<file path="src/rtl/pc_pkg.sv">
// Shared constants and the next-PC source encoding for the
// program-counter sequencer.
package pc_pkg;

   localparam int PC_W = 32;

   localparam logic [PC_W-1:0] DEF_RESET_VEC = 32'h0000_0000;
   localparam logic [PC_W-1:0] DEF_EXC_VEC   = 32'h0000_0800;

   typedef enum logic [2:0] {
      EXC,
      ERET,
      HOLD,
      JR,
      J,
      BR,
      SEQ
   } next_src_t;

endpackage

</file>
<file path="src/rtl/ras_stack.sv">
// Return-address stack: circular pointer with a saturating count,
// so a push when full silently overwrites the oldest entry.
module ras_stack
   import pc_pkg::*;
#(
   parameter int DEPTH = 4,
   parameter int W     = PC_W
) (
   input  logic         clk,
   input  logic         reset,
   input  logic         push,
   input  logic         pop,
   input  logic [W-1:0] wdata,
   output logic [W-1:0] top,
   output logic         empty,
   output logic         full
);

   localparam int AW = $clog2(DEPTH);
   localparam int CW = $clog2(DEPTH + 1);

   logic [W-1:0]  mem_q [DEPTH];
   logic [AW-1:0] ptr_q, ptr_d, ptr_pop;
   logic [CW-1:0] cnt_q, cnt_d, cnt_pop;

   // pop is resolved first so push+pop replaces the top in place
   always_comb begin
      ptr_pop = ptr_q;
      cnt_pop = cnt_q;
      if (pop && cnt_q != '0) begin
         ptr_pop = ptr_q - AW'(1);
         cnt_pop = cnt_q - CW'(1);
      end
      ptr_d = ptr_pop;
      cnt_d = cnt_pop;
      if (push) begin
         ptr_d = ptr_pop + AW'(1);
         if (cnt_pop != CW'(DEPTH))
            cnt_d = cnt_pop + CW'(1);
      end
   end

   always_ff @(posedge clk or posedge reset) begin
      if (reset) begin
         ptr_q <= '0;
         cnt_q <= '0;
         for (int i = 0; i < DEPTH; i++)
            mem_q[i] <= '0;
      end else begin
         ptr_q <= ptr_d;
         cnt_q <= cnt_d;
         if (push)
            mem_q[ptr_d] <= wdata;
      end
   end

   assign empty = (cnt_q == '0);
   assign full  = (cnt_q == CW'(DEPTH));
   assign top   = empty ? '0 : mem_q[ptr_q];

endmodule

</file>
<file path="src/rtl/pc_sequencer.sv">
// Program counter with prioritised redirects, private EPC/EXL state
// and a return-address stack that checks jr $ra targets.
module pc_sequencer
   import pc_pkg::*;
#(
   parameter logic [PC_W-1:0] RESET_VEC = DEF_RESET_VEC,
   parameter logic [PC_W-1:0] EXC_VEC   = DEF_EXC_VEC,
   parameter int              RAS_DEPTH = 4
) (
   input  logic            clk,
   input  logic            reset,
   input  logic            stall,
   input  logic            HasExp,
   input  logic            IsEret,
   input  logic            IsJR,
   input  logic            JrIsRa,
   input  logic            Jump,
   input  logic            IsJAL,
   input  logic            Branch,
   input  logic            Equal,
   input  logic            BneOrBeq,
   input  logic [25:0]     op,
   input  logic [PC_W-1:0] jumpamt,
   input  logic [PC_W-1:0] jumpaddr,
   output logic [PC_W-1:0] progaddr,
   output logic [PC_W-1:0] epc,
   output logic            exc_level,
   output logic [PC_W-1:0] ras_top,
   output logic            ras_miss
);

   logic [PC_W-1:0] pc_q, pc_d;
   logic [PC_W-1:0] epc_q, epc_d;
   logic            exl_q, exl_d;
   logic            miss_q, miss_d;

   logic [PC_W-1:0] pc4, br_tgt;
   logic            br_taken, eret_take;
   logic            ras_en, ras_push, ras_pop;
   logic            ras_empty, ras_full;
   next_src_t       sel;

   assign pc4       = pc_q + 32'd4;
   assign br_tgt    = pc4 + (jumpamt << 2);
   assign br_taken  = Branch & (Equal ^ BneOrBeq);
   assign eret_take = IsEret & exl_q;

   always_comb begin
      sel = SEQ;
      priority case (1'b1)
         HasExp:    sel = EXC;
         eret_take: sel = ERET;
         stall:     sel = HOLD;
         IsJR:      sel = JR;
         Jump:      sel = J;
         br_taken:  sel = BR;
         default:   sel = SEQ;
      endcase
   end

   always_comb begin
      pc_d = pc4;
      unique case (sel)
         EXC:     pc_d = EXC_VEC;
         ERET:    pc_d = epc_q;
         HOLD:    pc_d = pc_q;
         JR:      pc_d = jumpaddr;
         J:       pc_d = {pc4[31:28], op, 2'b00};
         BR:      pc_d = br_tgt;
         default: pc_d = pc4;
      endcase
   end

   // nested exceptions keep the original return point
   always_comb begin
      epc_d = epc_q;
      exl_d = exl_q;
      if (HasExp) begin
         exl_d = 1'b1;
         if (!exl_q)
            epc_d = pc_q;
      end else if (eret_take) begin
         exl_d = 1'b0;
      end
   end

   assign ras_en   = (sel != EXC) && (sel != ERET) && (sel != HOLD);
   assign ras_push = ras_en & Jump & IsJAL;
   assign ras_pop  = ras_en & IsJR & JrIsRa;
   assign miss_d   = ras_pop & (ras_empty | (ras_top != jumpaddr));

   ras_stack #(
      .DEPTH (RAS_DEPTH),
      .W     (PC_W)
   ) u_ras (
      .clk   (clk),
      .reset (reset),
      .push  (ras_push),
      .pop   (ras_pop),
      .wdata (pc4),
      .top   (ras_top),
      .empty (ras_empty),
      .full  (ras_full)
   );

   always_ff @(posedge clk or posedge reset) begin
      if (reset) begin
         pc_q   <= RESET_VEC;
         epc_q  <= '0;
         exl_q  <= 1'b0;
         miss_q <= 1'b0;
      end else begin
         pc_q   <= pc_d;
         epc_q  <= epc_d;
         exl_q  <= exl_d;
         miss_q <= miss_d;
      end
   end

   assign progaddr  = pc_q;
   assign epc       = epc_q;
   assign exc_level = exl_q;
   assign ras_miss  = miss_q;

endmodule

</file>
<file path="config.mk">
export PLATFORM = sky130hd
export DESIGN_NAME = pc_sequencer
export DESIGN_NICKNAME = d
export VERILOG_FILES = /design/src/rtl/pc_pkg.sv /design/src/rtl/ras_stack.sv /design/src/rtl/pc_sequencer.sv
export SDC_FILE = /design/constraint.sdc
export NUM_CORES = 1
export LEC_CHECK = 0
export BUFFER_PORTS_ARGS = -buffer_cell sky130_fd_sc_hd__buf_2
export CAP_MARGIN = 0
export CORE_ASPECT_RATIO = 0.7
export CORE_MARGIN = 2
export CORE_UTILIZATION = 29
export CTS_CLUSTER_DIAMETER = 30
export CTS_CLUSTER_SIZE = 8
export DETAILED_ROUTE_END_ITERATION = 8
export PLACE_DENSITY_LB_ADDON = 0.05
export SYNTH_ARGS = -nofsm -noshare
export SYNTH_HDL_FRONTEND = slang
export SYNTH_SLANG_ARGS = --single-unit
</file>
<file path="constraint.sdc">
create_clock -name clk -period 12.8 [get_ports clk]
set_input_delay 1.28 -clock clk [delete_from_list [all_inputs] [get_ports clk]]
set_output_delay 1.28 -clock clk [all_outputs]
set_load 0.01 [all_outputs]
</file>
**After elaboration in Yosys (flattened, before gate mapping)**

Cells that the tools add are included.
Widths: inputs -> output; s select.

- Bits of input ports: 102
- Flip-flop bits (word level): 199
- Logic and storage cells: 71
- Output and inout bits: 98

- $lt $le $gt $ge: 3
- Equality and inequality tests: 9
- $add $sub $neg: 6
- Reduce and logical (&&, ||, !) cells: 10
- Muxes and demuxes: 21
- Bitwise gates (word level): 12

Operators with widths:

| operator | number |
|---|---|
| $pmux 32 s6 | 1 |
| $bwmux 128 | 1 |
| $mux 32 | 4 |
| $bmux 32 s2 | 1 |
| $demux 32 s2 | 1 |
| $add 32x3->32 const B | 1 |
| $add 32x32->32 | 1 |
| $ne 32x32->1 | 1 |
| $mux 3 | 7 |
| $mux 2 | 4 |
| $and 1x1->1 | 7 |
| $eq 3x2->1 const B | 2 |
| $eq 3x3->1 const B | 2 |
| $ge 3x3->1 const B | 2 |
| $logic_not 3->1 | 2 |
| $not 2->3 | 2 |
| $reduce_bool 3->1 | 2 |
| $logic_and 1x1->1 | 4 |
| $add 3x1->3 const B | 1 |
| $eq 3x1->1 const B | 1 |
| $lt 3x1->1 const B | 1 |
| $ne 3x1->1 const B | 1 |
| $ne 3x2->1 const B | 1 |
| $ne 3x3->1 const B | 1 |
| other kinds (9) | 10 |

**Longest topological paths before layout**

- Depth after elaboration: 23
- Gate-level depth with buffers: 18
- Depth with buffers taken out: 16

**Modules after synthesis**

From an unflattened synthesis, not the netlist that was laid out.

- Cell total of the unflattened synthesis: 1132
- Area total of the unflattened synthesis: 12732.2 um^2

Modules (own cells, without submodules):

| module | cells each | area each (um^2) | instances | sequential area each (um^2) |
|---|---|---|---|---|
| ras_stack | 394 | 6503.7 | 1 | 3328.2 |
| pc_sequencer | 738 | 6228.5 | 1 | 1651.6 |

**Worst setup path before layout**

OpenSTA, ideal clock, no wires.

- Path kind: reg2reg
- From: register pc_q[9], in the netlist progaddr[9]
- To: register pc_q[30], in the netlist progaddr[30]
- Data required time: 12660 ps
- Arrival time: 3620 ps
- Slack: 9040 ps
- Library setup time: 140 ps
- Clock period less this slack: 3760 ps
- Path buffers: 2
- Stages on the path, launching flop included: 19
- Path through: dfrtp_1 > buf_4 > and4_4 > nand3_4 > or3_1 > buf_6 > nor2_8 > nand3_1 > xor2_1 > inv_1 > ha_1 > and3_1 > and3_1 > a221oi_1 > o31ai_1 > a31oi_1 > o21ai_0 > xnor2_1 > o221ai_1

- Longest elaborated chain between the ends: 3

RTL lines:

| item | RTL line | source |
|---|---|---|
| start: declaration | pc_sequencer.sv:32 | `logic [PC_W-1:0] pc_q, pc_d;` |
| start signal: assignment | pc_sequencer.sv:113 | `pc_q <= pc_d;` |
| $add 32x3->32 | pc_sequencer.sv:43 | `assign pc4 = pc_q + 32'd4;` |
| named net pc4[24] | pc_sequencer.sv:37 | `logic [PC_W-1:0] pc4, br_tgt;` |
| $add 32x32->32 | pc_sequencer.sv:44 | `assign br_tgt = pc4 + (jumpamt << 2);` |
| $pmux 32 s6 | pc_sequencer.sv:63 | `unique case (sel)` |

The timed path passes the listed nets, and every way through them passes these cells.
A chain may end at the register's enable or synchronous reset.

**Final worst setup path**

- From: register pc_q[2], in the netlist progaddr[2]
- To: register pc_q[25], in the netlist progaddr[25]

The elaborated chain is that of the path after synthesis.

==> Implementation_results.wiki <==
{| class="wikitable"
! Metric !! Value
|-
| Mapped Cells || 1249
|-
| Final Critical Period || ~5.2 ns
|-
| TritonCTS Sinks || 199
|-
| Crit Reg-Reg Endpoint || progaddr[25]$_DFFE_PP0N_
|-
| Leading cell type in the layout, fill and taps excluded || sky130_fd_sc_hd__dfrtp_1
|-
| Peak supply drop || about 0.00011 V
|-
| Clock tree from TritonCTS || yes
|-
| Detailed Route WL || roughly 46000 um
|-
| Sequential share of the synthesized area || approximately 42%
|-
| Setup CP Type || register to register
|-
| Quantity of hold-fixing buffers added after cts || 0
|-
| Hold path cells || 2
|-
| Layout-stage area growth over the synthesis result || 17.9%
|-
| Vias after detailed routing || between 10000 and 15000
|-
| Number of cell rows || 61
|-
| DRT antenna net count || 0
|-
| Routed wire per std cell || ~24 um
|-
| Number of top-level pins || 200
|-
| Pwr Density || 184 nW/um2
|-
| Net Count, Synth || 1388
|-
| Reg-to-reg critical path startpoint || progaddr[2]$_DFFE_PP0N_
|-
| Number of buffers created by CTS || 17
|-
| Number of fill cells || approximately 4200
|-
| Post-Synth XOR/XNOR Area || 7.02%
|-
| Global router's overall resource usage || 21.9%
|-
| Post-synthesis adder-cell area fraction || 3.98%
|-
| Cell types occupying the most area after synthesis || sky130_fd_sc_hd__dfrtp_1 (42%), sky130_fd_sc_hd__o21ai_0 (6.5%), sky130_fd_sc_hd__nand2_1 (4.9%)
|-
| Dpl cells || 1920
|-
| CTS max path bufs || 2
|-
| Antenna violations before repair || 1
|-
| Area of the core || 40000 um2
|-
| Critical path arrival || approximately 5.6 ns
|-
| Fraction of synthesized cell area taken by the top area cell type || 42.1%
|-
| Share of the synthesized area in compound gates (AO/OA/AOI/OAI) || 19.1%
|-
| Avg Inst Size Synth || 9.47 um2
|-
| Unrepaired setup endpoints after global routing || false
|-
| Final Hold Violating Endpoints || 0
|-
| Latest clock arrival within the worst-skew pair || 0.46 ns
|-
| Worst-path cell chain || ha_1, nand4_1, nor2_1, nand3_1, xor2_1, inv_1, ha_1, nand4_1, nor3_1, a21boi_0, or3b_2, a31oi_1, xor2_1, o21ai_0
|-
| Critical Path Sink Type || register
|-
| Share of flip-flops with an asynchronous set or reset || 100%
|-
| Worst hold path type || register to register
|-
| Netlist cell types || between 60 and 70
|-
| Final HPWL from detailed placement || 34500 um
|-
| Commonest non-fill, non-tap cells in the layout || sky130_fd_sc_hd__dfrtp_1 (198), sky130_fd_sc_hd__buf_2 (197), sky130_fd_sc_hd__o21ai_0 (154)
|-
| Worst-case headroom to the max-slew limit || a little over a fifth
|-
| EDFF count, synth || 0
|-
| First-pass GRT wire length || between 60000 and 70000 um
|-
| Leading area contributor after synthesis || sky130_fd_sc_hd__dfrtp_1
|-
| Critical path's largest stage delay || 0.94 ns
|-
| Design area || 14000 um2
|-
| Kind of start point of the critical path || register
|-
| Fraction of final layout cells sized beyond drive strength 1 || 23.4%
|-
| Die Y-Extent || 173 um
|-
| Worst reg2reg path depth || 14
|-
| Detailed Route Iter0 Violations || between 800 and 900
|-
| Fraction of synthesized area in multiplexers || 9.88%
|-
| Sequential cell area || approximately 5000 um2
|-
| Total Neg Setup Slack || 0 ns
|-
| Die Area || 42500 um2
|-
| Outcome || completed
|-
| Slew at the pin closest to its max-slew limit || roughly 1.2 ns
|-
| Overflow left after global routing || 0
|-
| Total number of nets in the final design || 1543
|-
| Dominant combinational cell family by area after synthesis || compound AO/OA/AOI/OAI gates
|-
| Crit-path slowest cell || sky130_fd_sc_hd__a21boi_0
|-
| Total of flip-flops plus latches after synthesis || between 150 and 200
|-
| Pins over their slew limit || 0
|-
| H-tree depth reported by CTS || 4
|-
| Number of max-cap violations || 0
|-
| Register clock-pin slew on the reported worst setup and hold paths || 0.08 ns
|-
| Multi-input combinational cell area || 6370 um2
|-
| Static power due to leakage || 6.57 nW
|-
| Number of gates resized after cts || 0
|-
| Chip Width || 245 um
|-
| Vias in the first global route || 10000
|-
| Final setup violating endpoints || 0
|-
| Predominant post-synthesis flop cell || sky130_fd_sc_hd__dfrtp_1
|-
| Startpoint of the tightest hold check path || u_ras.mem_q[49]$_DFFE_PP0P_
|-
| Min-Delay Endpoint || u_ras.mem_q[49]$_DFFE_PP0P_
|-
| DRC violation count after routing || 0
|-
| Antenna diode count || 0
|-
| Reg2reg setup slack || 7.57 ns
|-
| Maximum clock skew at final layout || 0.0118 ns
|-
| Count of synthesis-stage warnings from yosys || 0
|-
| Fin crit share || 40.9%
|-
| Maximum frequency from static timing analysis || 0.191 GHz
|-
| Pre-antenna DRT Iters || 6
|-
| # Post-CTS Setup Buffers || 0
|-
| Layout Cells excl Fill || 1952
|-
| Post-detailed-placement cell area || 13300 um2
|-
| Basic-gate share of the synthesized area counting and, or, nand and nor cells || 13.4%
|-
| Maximum number of pins on one net before global-route repair || 107
|-
| Worst Path Max Fanout || 9
|-
| Cell area after synthesis || 11800 um2
|-
| Via count normalized by instance count || 5.25
|-
| Initial cell density of the core || 29.6%
|-
| Library cell used as clock root buffer || sky130_fd_sc_hd__clkbuf_16
|-
| Routability congestion estimate || approximately 0.90
|-
| CP required || 13.18 ns
|-
| PortBufs || ~200
|}
-- final cells by class --
class                      count  share of cell area, %
clock buffer                  17                   3.05
clock inverter                15                   1.52
inverter                      45                   1.26
multi-input combinational    926                   45.6
sequential                   199                   35.7
tap                          535                   4.80
timing repair buffer         215                   8.03
-- state kept, by name, summed over array words and instances (netlist names) --
register / count
u_ras.mem_q: 128
u_ras.ptr_q: 2
u_ras.cnt_q: 3
exc_level: 1
progaddr: 32
epc: 32
ras_miss: 1
-- report_power, final --
group	leakage, nW	internal [mW]	switching, mW
combinational	3.63	0.407	0.602
sequential	2.63	0.806	0.148
clock	0.313	0.318	0.288
-- worst max path at each step --
| stage | from | end |
|---|---|---|
| 6_report | progaddr[2]$_DFFE_PP0N_ | progaddr[25]$_DFFE_PP0N_ |
| 5_1_grt | progaddr[2]$_DFFE_PP0N_ | progaddr[30]$_DFFE_PP0N_ |
| 4_1_cts | progaddr[2]$_DFFE_PP0N_ | progaddr[30]$_DFFE_PP0N_ |
| 3_5_place_dp | progaddr[2]$_DFFE_PP0N_ | progaddr[30]$_DFFE_PP0N_ |
| 3_3_place_gp | progaddr[2]$_DFFE_PP0N_ | progaddr[30]$_DFFE_PP0N_ |
| 2_1_floorplan | reset | epc[0]$_DFFE_PP0P_ |
-- metal layers --
layer	vias to the layer above	global-route usage, %	wire (um)
met2	318	32.3	20100
met1	5064	32.6	22600
met3	39	3.85	2680
met5	-	0	0
li1	4823	-	-
met4	0	5.83	874
-- metrics by stage --
step / hold WS (ns) / total power, mW / setup WS (ns) / util [%]
floorplan: 0.445 / 1.58 / 6.09 / -
global placement: 0.459 / 1.97 / 7.70 / 33.3
detailed placement: 0.469 / 1.98 / 7.65 / 33.3
CTS: 0.486 / 2.59 / 7.62 / 34.9
global route: 0.503 / 2.74 / 7.30 / 34.9
finish: 0.477 / 2.57 / 7.57 / 34.9
-- critical path: cells and delay by family, from the launching register on --
family,cells,cell delay [ns]
compound gates,3,1.18
xor+xnor,2,0.66
fa+ha+maj,2,0.80
buf+inv,1,0.16
flops,1,0.63
simple gates,6,1.71
-- kinds of logic (layout without fill, tap and decap cells) --
logic type	after synthesis	after routing
AOI/OAI and AO/OA	370	370
and+or+nand+nor	336	336
DFF	199	199
buffers and inverters	124	292
xor gates and xnor gates	94	94
muxes	89	89
adders and majority gates	37	37
-- cell usage after synthesis, types with 9 or more instances --
cell type	n
sky130_fd_sc_hd__mux4_2	18
sky130_fd_sc_hd__and2_1	21
sky130_fd_sc_hd__dfrtp_1	199
sky130_fd_sc_hd__xnor2_1	46
sky130_fd_sc_hd__o21ai_0	154
sky130_fd_sc_hd__a31oi_1	12
sky130_fd_sc_hd__nand3_1	20
sky130_fd_sc_hd__a21oi_1	82
sky130_fd_sc_hd__inv_1	45
sky130_fd_sc_hd__clkbuf_1	51
sky130_fd_sc_hd__and3_1	13
sky130_fd_sc_hd__nand2_1	153
sky130_fd_sc_hd__nor4_1	9
sky130_fd_sc_hd__a21o_1	14
sky130_fd_sc_hd__xor2_1	47
sky130_fd_sc_hd__mux2i_1	29
sky130_fd_sc_hd__nor3_1	12
sky130_fd_sc_hd__mux2_2	42
sky130_fd_sc_hd__nor2_1	65
sky130_fd_sc_hd__ha_1	36
sky130_fd_sc_hd__a221oi_1	11
sky130_fd_sc_hd__buf_2	15
sky130_fd_sc_hd__nand4_1	13
sky130_fd_sc_hd__o22ai_1	16
sky130_fd_sc_hd__o211ai_1	14
sky130_fd_sc_hd__a222oi_1	20
Power figures use the tool's default switching activity.
